## src/rtl/fb_pkg.sv

```systemverilog
// Shared constants for the framebuffer command controller: geometry defaults,
// UART opcodes and the parser state encoding.
package fb_pkg;

  localparam int PAGES_DEF  = 8;
  localparam int COLS_DEF   = 128;
  localparam int ADDR_W_DEF = 10;

  localparam logic [7:0] OP_SET_POS = 8'hA0;
  localparam logic [7:0] OP_WRITE   = 8'hA1;
  localparam logic [7:0] OP_FILL    = 8'hA2;
  localparam logic [7:0] OP_SYNC    = 8'hA3;

  typedef enum logic [2:0] {
    ST_IDLE,
    ST_POS_PAGE,
    ST_POS_COL,
    ST_WR_LEN,
    ST_WR_DATA,
    ST_FILL_VAL,
    ST_FILLING
  } fb_state_e;

endpackage

```

## src/rtl/fb_port_arbiter.sv

```systemverilog
// Single RAM port owner: display reads win, writes fill idle slots. Also runs
// the display read index and the two-stage read return pipeline.
module fb_port_arbiter
  import fb_pkg::*;
#(
  parameter int ADDR_W = ADDR_W_DEF
) (
  input  logic              clk,
  input  logic              rst_n,
  input  logic              i_d_read,
  input  logic              i_sync,
  input  logic              i_wr_req,
  input  logic [ADDR_W-1:0] i_wr_addr,
  input  logic [7:0]        i_wr_data,
  output logic              o_wr_gnt,
  output logic              o_fb_en,
  output logic              o_fb_we,
  output logic [ADDR_W-1:0] o_fb_addr,
  output logic [7:0]        o_fb_wdata,
  input  logic [7:0]        i_fb_rdata,
  output logic [7:0]        o_d_data,
  output logic              o_d_data_ready
);

  logic [ADDR_W-1:0] r_rd_idx;
  logic [ADDR_W-1:0] r_fb_addr;
  logic [7:0]        r_fb_wdata;
  logic              r_fb_en;
  logic              r_fb_we;
  logic [2:1]        r_vld_pipe;

  assign o_wr_gnt = i_wr_req & ~i_d_read;

  always_ff @(posedge clk) begin
    if (!rst_n) begin
      r_rd_idx   <= '0;
      r_fb_addr  <= '0;
      r_fb_wdata <= '0;
      r_fb_en    <= 1'b0;
      r_fb_we    <= 1'b0;
      r_vld_pipe <= '0;
    end else begin
      r_vld_pipe <= {r_vld_pipe[1], i_d_read};
      r_fb_en    <= i_d_read | o_wr_gnt;
      if (i_d_read) begin
        r_fb_we   <= 1'b0;
        r_fb_addr <= r_rd_idx;
      end else if (o_wr_gnt) begin
        r_fb_we    <= 1'b1;
        r_fb_addr  <= i_wr_addr;
        r_fb_wdata <= i_wr_data;
      end else begin
        r_fb_we <= 1'b0;
      end
      // A read issued alongside SYNC uses the old index; the next one starts at 0.
      if (i_sync)
        r_rd_idx <= '0;
      else if (i_d_read)
        r_rd_idx <= r_rd_idx + ADDR_W'(1);
    end
  end

  assign o_fb_en        = r_fb_en;
  assign o_fb_we        = r_fb_we;
  assign o_fb_addr      = r_fb_addr;
  assign o_fb_wdata     = r_fb_wdata;
  // RAM data lands the cycle after the access edge, so it is forwarded unregistered.
  assign o_d_data_ready = r_vld_pipe[2];
  assign o_d_data       = r_vld_pipe[2] ? i_fb_rdata : 8'h00;

endmodule

```

## src/rtl/fb_cmd_controller.sv

```systemverilog
// UART command parser for the display framebuffer: position, burst write,
// fill and read-sync commands, sharing one RAM port with the display reader.
module fb_cmd_controller
  import fb_pkg::*;
#(
  parameter int PAGES  = PAGES_DEF,
  parameter int COLS   = COLS_DEF,
  parameter int ADDR_W = ADDR_W_DEF
) (
  input  logic              clk,
  input  logic              rst_n,
  input  logic              uart_received,
  input  logic [7:0]        uart_rx_byte,
  input  logic              d_read,
  output logic [7:0]        d_data,
  output logic              d_data_ready,
  output logic              fb_en,
  output logic              fb_we,
  output logic [ADDR_W-1:0] fb_addr,
  output logic [7:0]        fb_wdata,
  input  logic [7:0]        fb_rdata,
  output logic              busy,
  output logic              overrun,
  output logic              cmd_error
);

  localparam int PAGE_W = $clog2(PAGES);
  localparam int COL_W  = $clog2(COLS);
  localparam logic [ADDR_W-1:0] LAST_ADDR = ADDR_W'(PAGES * COLS - 1);

  fb_state_e         r_state;
  logic [ADDR_W-1:0] r_wr_idx;
  logic [ADDR_W-1:0] r_pend_addr;
  logic [7:0]        r_pend_data;
  logic              r_pend_vld;
  logic [7:0]        r_fill_val;
  logic [8:0]        r_cnt;
  logic [PAGE_W-1:0] r_page;
  logic              r_overrun;
  logic              r_cmd_error;

  logic              w_fill_req;
  logic              w_wr_req;
  logic              w_wr_gnt;
  logic              w_sync;
  logic [ADDR_W-1:0] w_wr_addr;
  logic [7:0]        w_wr_data;

  // A leftover burst byte drains before the fill starts issuing.
  assign w_fill_req = (r_state == ST_FILLING) & ~r_pend_vld;
  assign w_wr_req   = r_pend_vld | w_fill_req;
  assign w_wr_addr  = r_pend_vld ? r_pend_addr : r_wr_idx;
  assign w_wr_data  = r_pend_vld ? r_pend_data : r_fill_val;
  assign w_sync     = uart_received & (r_state == ST_IDLE) & (uart_rx_byte == OP_SYNC);

  always_ff @(posedge clk) begin
    if (!rst_n) begin
      r_state     <= ST_IDLE;
      r_wr_idx    <= '0;
      r_pend_addr <= '0;
      r_pend_data <= '0;
      r_pend_vld  <= 1'b0;
      r_fill_val  <= '0;
      r_cnt       <= '0;
      r_page      <= '0;
      r_overrun   <= 1'b0;
      r_cmd_error <= 1'b0;
    end else begin
      r_overrun   <= 1'b0;
      r_cmd_error <= 1'b0;

      if (w_wr_gnt) begin
        if (r_pend_vld) begin
          r_pend_vld <= 1'b0;
        end else begin
          r_wr_idx <= r_wr_idx + ADDR_W'(1);
          if (r_wr_idx == LAST_ADDR)
            r_state <= ST_IDLE;
        end
      end

      if (uart_received) begin
        unique case (r_state)
          ST_IDLE: begin
            unique case (uart_rx_byte)
              OP_SET_POS: r_state <= ST_POS_PAGE;
              OP_WRITE:   r_state <= ST_WR_LEN;
              OP_FILL:    r_state <= ST_FILL_VAL;
              OP_SYNC:    r_state <= ST_IDLE;
              default:    r_cmd_error <= 1'b1;
            endcase
          end
          ST_POS_PAGE: begin
            r_page  <= uart_rx_byte[PAGE_W-1:0];
            r_state <= ST_POS_COL;
          end
          ST_POS_COL: begin
            r_wr_idx <= ADDR_W'(r_page * COLS) + ADDR_W'(uart_rx_byte[COL_W-1:0]);
            r_state  <= ST_IDLE;
          end
          ST_WR_LEN: begin
            r_cnt   <= (uart_rx_byte == 8'h00) ? 9'd256 : {1'b0, uart_rx_byte};
            r_state <= ST_WR_DATA;
          end
          ST_WR_DATA: begin
            if (r_pend_vld) begin
              r_overrun <= 1'b1;
            end else begin
              r_pend_vld  <= 1'b1;
              r_pend_addr <= r_wr_idx;
              r_pend_data <= uart_rx_byte;
              r_wr_idx    <= r_wr_idx + ADDR_W'(1);
              r_cnt       <= r_cnt - 9'd1;
              if (r_cnt == 9'd1)
                r_state <= ST_IDLE;
            end
          end
          ST_FILL_VAL: begin
            r_fill_val <= uart_rx_byte;
            r_wr_idx   <= '0;
            r_state    <= ST_FILLING;
          end
          ST_FILLING: r_overrun <= 1'b1;
          default:    r_state   <= ST_IDLE;
        endcase
      end
    end
  end

  assign busy      = (r_state == ST_FILLING) | r_pend_vld;
  assign overrun   = r_overrun;
  assign cmd_error = r_cmd_error;

  fb_port_arbiter #(
    .ADDR_W(ADDR_W)
  ) u_arb (
    .clk           (clk),
    .rst_n         (rst_n),
    .i_d_read      (d_read),
    .i_sync        (w_sync),
    .i_wr_req      (w_wr_req),
    .i_wr_addr     (w_wr_addr),
    .i_wr_data     (w_wr_data),
    .o_wr_gnt      (w_wr_gnt),
    .o_fb_en       (fb_en),
    .o_fb_we       (fb_we),
    .o_fb_addr     (fb_addr),
    .o_fb_wdata    (fb_wdata),
    .i_fb_rdata    (fb_rdata),
    .o_d_data      (d_data),
    .o_d_data_ready(d_data_ready)
  );

endmodule

```

## config.mk

```make
export PLATFORM = sky130hd
export DESIGN_NAME = fb_cmd_controller
export DESIGN_NICKNAME = d
export VERILOG_FILES = /design/src/rtl/fb_pkg.sv /design/src/rtl/fb_port_arbiter.sv /design/src/rtl/fb_cmd_controller.sv
export SDC_FILE = /design/constraint.sdc
export NUM_CORES = 1
export LEC_CHECK = 0
export CAP_MARGIN = 0
export CORE_MARGIN = 3
export CORE_UTILIZATION = 55
export CTS_CLUSTER_SIZE = 20
export DETAILED_ROUTE_END_ITERATION = 10
export PLACE_DENSITY = 0.79
export SYNTH_ARGS = -nofsm -noshare
export SYNTH_HDL_FRONTEND = slang
export SYNTH_SLANG_ARGS = --single-unit
```

## constraint.sdc

```tcl
create_clock -name clk -period 2.73 [get_ports clk]
set_input_delay 0.4095 -clock clk [delete_from_list [all_inputs] [get_ports clk]]
set_output_delay 0.4095 -clock clk [all_outputs]
set_load 0.02 [all_outputs]
```

Word-level counts from Yosys, hierarchy flattened
Index checks and enable logic that the tools add are counted.
Cells by class
  add/sub/neg operators: 4
  equality and inequality tests: 13
  mux-type cells: 29
  bitwise operators: 10
  reduce and logical (&&, ||, !) cells: 15
Operators by type and width (count)
  $mux 10: 7
  $eq 8x8->1 const B: 4
  $pmux 10 s3: 1
  $add 10x1->10 const B: 2
  $mux 3: 6
  $mux 9: 2
  $pmux 3 s6: 1
  $pmux 9 s2: 1
  $mux 8: 2
  $pmux 3 s4: 1
  $add 10x7->10: 1
  $eq 10x10->1 const B: 1
  $reduce_and 2->1: 5
  $eq 3x3->1 const B: 3
  $eq 9x1->1 const B: 1
  $reduce_and 3->1: 3
  $sub 9x1->9 const B: 1
  $logic_not 8->1: 1
  $mux 1: 7
  $eq 3x2->1 const B: 2
  $and 1x1->1: 4
  $reduce_bool 2->1: 2
  $reduce_or 2->1: 2
  $reduce_or 4->1: 1
  6 further kinds: 10
Storage, ports and cells
  flip-flop bits (word level): 86
  bits of input ports: 20

Depth between registers and ports, before layout
  depth in word-level cells: 9
  mapped depth: 7
  gate-level depth less buffers: 6

Cells and area by module
A second synthesis with hierarchy kept.
Unflattened totals
  cell total of the unflattened synthesis: 527
  area, all modules: 4510.6 µm²
Modules (own cells, without submodules)
  fb_cmd_controller: instances 1, cells an instance 371, area each 3126.7 µm²
  fb_port_arbiter: instances 1, cells an instance 156, area each 1383.8 µm²

Least setup slack after synthesis
OpenSTA, ideal clock, no wires.
  path type: register -> register
  start point: register r_state[0]
  end point: register r_wr_idx[6]
  setup time: 88 ps
  arrival time: 1808 ps
  data required time: 2642 ps
  slack: 834 ps
  cell stages (with the launch flop): 7
  clock period less this slack: 1896 ps
  cells stage by stage: dfxtp_1 -> buf_2 -> or3b_1 -> buf_2 -> or4_1 -> and4_1 -> a311oi_2
Between the ends
  longest elaborated chain between the ends: 8
Ends and longest elaborated chain
  start, declared: RTL line fb_cmd_controller.sv:31  | fb_state_e r_state;
  start signal, assigned: RTL line fb_cmd_controller.sv:58  | r_state <= ST_IDLE;
  start signal, assigned: RTL line fb_cmd_controller.sv:78  | r_state <= ST_IDLE;
  start signal, assigned: RTL line fb_cmd_controller.sv:86  | OP_SET_POS: r_state <= ST_POS_PAGE;
  $eq 3x3->1: RTL line fb_cmd_controller.sv:50  | assign w_fill_req = (r_state == ST_FILLING) & ~r_pend_vld;
  $and 1x1->1: RTL line fb_cmd_controller.sv:50
  $or 1x1->1: RTL line fb_cmd_controller.sv:51  | assign w_wr_req = r_pend_vld | w_fill_req;
  $and 1x1->1: RTL line fb_port_arbiter.sv:32  | assign o_wr_gnt = i_wr_req & ~i_d_read;
  $mux 10: RTL line fb_cmd_controller.sv:72  | if (w_wr_gnt) begin
  $mux 10: RTL line fb_cmd_controller.sv:106  | if (r_pend_vld) begin
  $pmux 10 s3: RTL line fb_cmd_controller.sv:83  | unique case (r_state)
  $mux 10 (*): RTL line fb_cmd_controller.sv:82  | if (uart_received) begin
  end signal, assigned: RTL line fb_cmd_controller.sv:76  | r_wr_idx <= r_wr_idx + ADDR_W'(1);
  end signal, assigned: RTL line fb_cmd_controller.sv:98  | r_wr_idx <= ADDR_W'(r_page * COLS) + ADDR_W'(uart_rx_byte[COL_W-1:0]);
  end signal, assigned: RTL line fb_cmd_controller.sv:112  | r_wr_idx <= r_wr_idx + ADDR_W'(1);
  end, declared: RTL line fb_cmd_controller.sv:32  | logic [ADDR_W-1:0] r_wr_idx;
Mark *: on every way between the ends. The rest lies on a longest branch, timed or not.
A chain may end at the register's enable or synchronous reset.

Final worst setup path
  start point: register r_pend_vld
  end point: output busy
Between the ends
  longest elaborated chain between the ends: 1
Ends and longest elaborated chain
  start, declared: RTL line fb_cmd_controller.sv:35  | logic r_pend_vld;
  start signal, assigned: RTL line fb_cmd_controller.sv:62  | r_pend_vld <= 1'b0;
  start signal, assigned: RTL line fb_cmd_controller.sv:74  | r_pend_vld <= 1'b0;
  start signal, assigned: RTL line fb_cmd_controller.sv:109  | r_pend_vld <= 1'b1;
  $or 1x1->1: RTL line fb_cmd_controller.sv:130  | assign busy = (r_state == ST_FILLING) | r_pend_vld;
  end, declared: RTL line fb_cmd_controller.sv:22  | output logic busy,
Every way passes these cells.

==> impl_metrics.py <==
metrics = {
    "layout": {
        "stdcell_area_mm2": 0.00514,
        "fin_cells": 658,
        "syn_to_final_growth_pct": 19.2,
        "fin_util_pct": 69.1,
        "num_antenna_cells": 0,
        "fillers": 608,
        "fin_nets": 578,
        "layout_commonest_cell": "dfxtp_1",
        "drive_above_1_share_pct": 8.23,
        "layout_common_cells": "dfxtp_1 (86), nand2_1 (75), clkdlybuf4s50_1 (51), a21oi_1 (42), nor2_1 (35)",
    },
    "routing": {
        "wl_per_cell_um": 17.2,
        "avgViaCountPerCell": 6.17,
        "drc": 0,
        "postRouteAntennaNets": 0,
        "first_pass_iters": 4,
        "drtIter0Drc": 322,
        "wirelength_um": 11300,
        "vias": 4058,
    },
    "critical_path": {
        "startpoint_type": "register",
        "worstPathArrival_ns": 1.87,
        "reg2reg_to": "r_wr_idx[8]",
        "reg2reg_depth": 5,
        "crit_buf_inv": 2,
        "path_class": "register to output pin",
        "crit_family": "buffers and inverters",
        "rr_startpoint": "r_wr_idx[0]",
        "crit_path_end_kind": "output pin",
        "path_max_fanout": 9,
        "crit_chain": "inv_2 > nand2_1 > clkdlybuf4s50_1",
        "required_ns": 2.32,
        "r2r_slack_ns": 0.62,
        "slowest_stage": "clkdlybuf4s50_1",
        "slowest_delay_ns": 0.62,
        "worstSetupStartpoint": "r_pend_vld",
    },
    "timing": {
        "worst_hold_slack_ns": 0.443,
        "worst_pin_slew_ns": 0.699,
        "rsz0062_at_grt": "false",
        "clock.fmax_ghz": 0.439,
        "finalSetupTns_ns": 0,
        "min_period_ns": 2.28,
        "slew_violations": 0,
        "final_hold_viol_count": 0,
        "finalCritPeriodShare_pct": 83.4,
        "fin_ws_ns": 0.454,
        "fin_skew_ns": 0.0103,
        "slew-limit-headroom_pct": 53.3,
        "setup_violations": 0,
    },
    "floorplanning": {
        "design.core.area_mm2": 0.00745,
        "die_w_um": 94.6,
        "rows": 31,
        "die_y_um": 94.6,
        "io_pins": 52,
        "initial_core_util_pct": 57.9,
        "die_area_mm2": 0.00894,
    },
    "placement": {
        "place.port_buffers": 51,
        "gp_congestion": 0.858,
        "place_area_mm2": 0.00495,
        "dpl.hpwl_um": 7890,
        "pre_cts_ws_ns": 0.506,
        "dp.cells": 642,
    },
    "cts": {
        "clock_latency_ns": 0.37,
        "cts_root_buf": "clkbuf_8",
        "cts_sinks": 86,
        "numCtsBuffers": 9,
        "cts_tree": "built",
        "clock_path_buffers": 2,
        "htreeDepth": 3,
        "cts_resized": 0,
        "postCtsSetupBuffers": 0,
        "ctsHoldBuffers": 0,
        "clk_pin_slew_ns": 0.09,
    },
    "flow_run": {
        "cap_viol_max_count": 0,
    },
    "global_routing": {
        "grt_pass1_wl_um": 18500,
        "antenna_found_initial": 0,
        "gr-total-overflow": 0,
        "grt_pass1_vias": 3797,
        "track_usage_pct": 26.3,
        "grt_max_degree": 32,
    },
    "hold_path": {
        "hold_class": "register to register",
        "min_from": "u_arb.r_vld_pipe[1]",
        "whs_path_depth": 1,
        "hold_end": "u_arb.r_vld_pipe[2]",
    },
    "yosys": {
        "netlist_instances": 512,
        "syn-num-nets": 536,
        "synthFlopType": "dfxtp_1",
        "ys_seq_area_share_pct": 39.9,
        "yosys_warnings": 0,
        "synthArstFlopShare_pct": 0,
        "ys_types": 60,
        "synth_area_mm2": 0.00431,
        "synth_area_per_cell_um2": 8.43,
        "synth-seq-cells": 86,
        "synth_edf_count": 0,
    },
    "status": {
        "status": "completed",
    },
    "power_and_ir_drop": {
        "power-per-cell-area_mw_per_mm2": 453,
        "ir_drop_mv": 0.335,
        "power_mw": 2.33,
        "power.leakage_nw": 1.77,
    },
}
-- cell usage after synthesis (9+ instances only) --
cell type	number	area (µm²)
nand3_1	13	65.1
xnor2_1	15	131
nand2_1	75	282
a211oi_1	17	128
and2_1	9	56.3
buf_2	9	45.0
dfxtp_1	86	1720
clkbuf_1	29	109
o21ai_1	16	80.1
mux2_1	10	113
a21oi_1	42	210
mux2i_1	23	230
nor2_1	35	131
-- worst max path at each step --
| stage | slack (ns) | endpoint | cells past startpoint |
|---|---|---|---|
| 2_1_floorplan | 0.83 | r_wr_idx[6] | 6 |
| 3_3_place_gp | 0.54 | u_arb.r_rd_idx[9] | 6 |
| 3_5_place_dp | 0.51 | u_arb.r_rd_idx[3] | 6 |
| 4_1_cts | 0.45 | busy | 3 |
| 5_1_grt | 0.38 | r_wr_idx[8] | 5 |
| 6_report | 0.45 | busy | 3 |
-- layer usage --
| layer | wire [µm] | up-vias | GRT usage [%] |
|---|---|---|---|
| li1 | - | 1942 | - |
| met1 | 4910 | 1944 | 35.0 |
| met4 | 80 | 0 | 6.85 |
| met2 | 5420 | 163 | 43.2 |
| met5 | 0 | - | 0 |
| met3 | 885 | 9 | 6.14 |
-- layout make-up --
class	count	area [µm²]	share of cell area, %
Multi-Input combinational cell	378	2410	46.8
Sequential cell	86	1720	33.5
Timing Repair Buffer	72	668	13.0
Clock buffer	10	128	2.48
Tap cell	99	124	2.41
Clock inverter	6	68.8	1.34
Inverter	7	26.3	0.511
-- flip-flops by register name, indices dropped and copies added (netlist names), 2 cells and up --
register,count
r_page,3
r_pend_data,8
u_arb.o_fb_addr,10
r_state,3
r_wr_idx,10
u_arb.o_fb_wdata,8
u_arb.r_vld_pipe,2
r_pend_addr,10
u_arb.r_rd_idx,10
r_cnt,9
r_fill_val,8
-- cell families (layout without fill, tap and decap cells) --
kind of cell / Yosys count / in the layout / share of synthesized area [%]
AOI/OAI and AO/OA: 129 / 129 / 19.9
xor gates and xnor gates: 22 / 22 / 4.47
adders and majority gates: 4 / 4 / 1.16
buffers and inverters: 48 / 95 / 4.44
DFF: 86 / 86 / 39.9
muxes: 33 / 33 / 7.95
and+or+nand+nor: 190 / 190 / 22.2
-- where the power goes --
group / internal [mW] / switching (mW) / total, mW / leakage [nW]
clock network: 0.431 / 0.481 / 0.913 / 0.0977
logic: 0.0618 / 0.0840 / 0.146 / 0.979
registers: 1.26 / 0.00861 / 1.27 / 0.694
total: 1.76 / 0.574 / 2.33 / 1.77
Note: power is estimated with default switching activity, not from simulation.
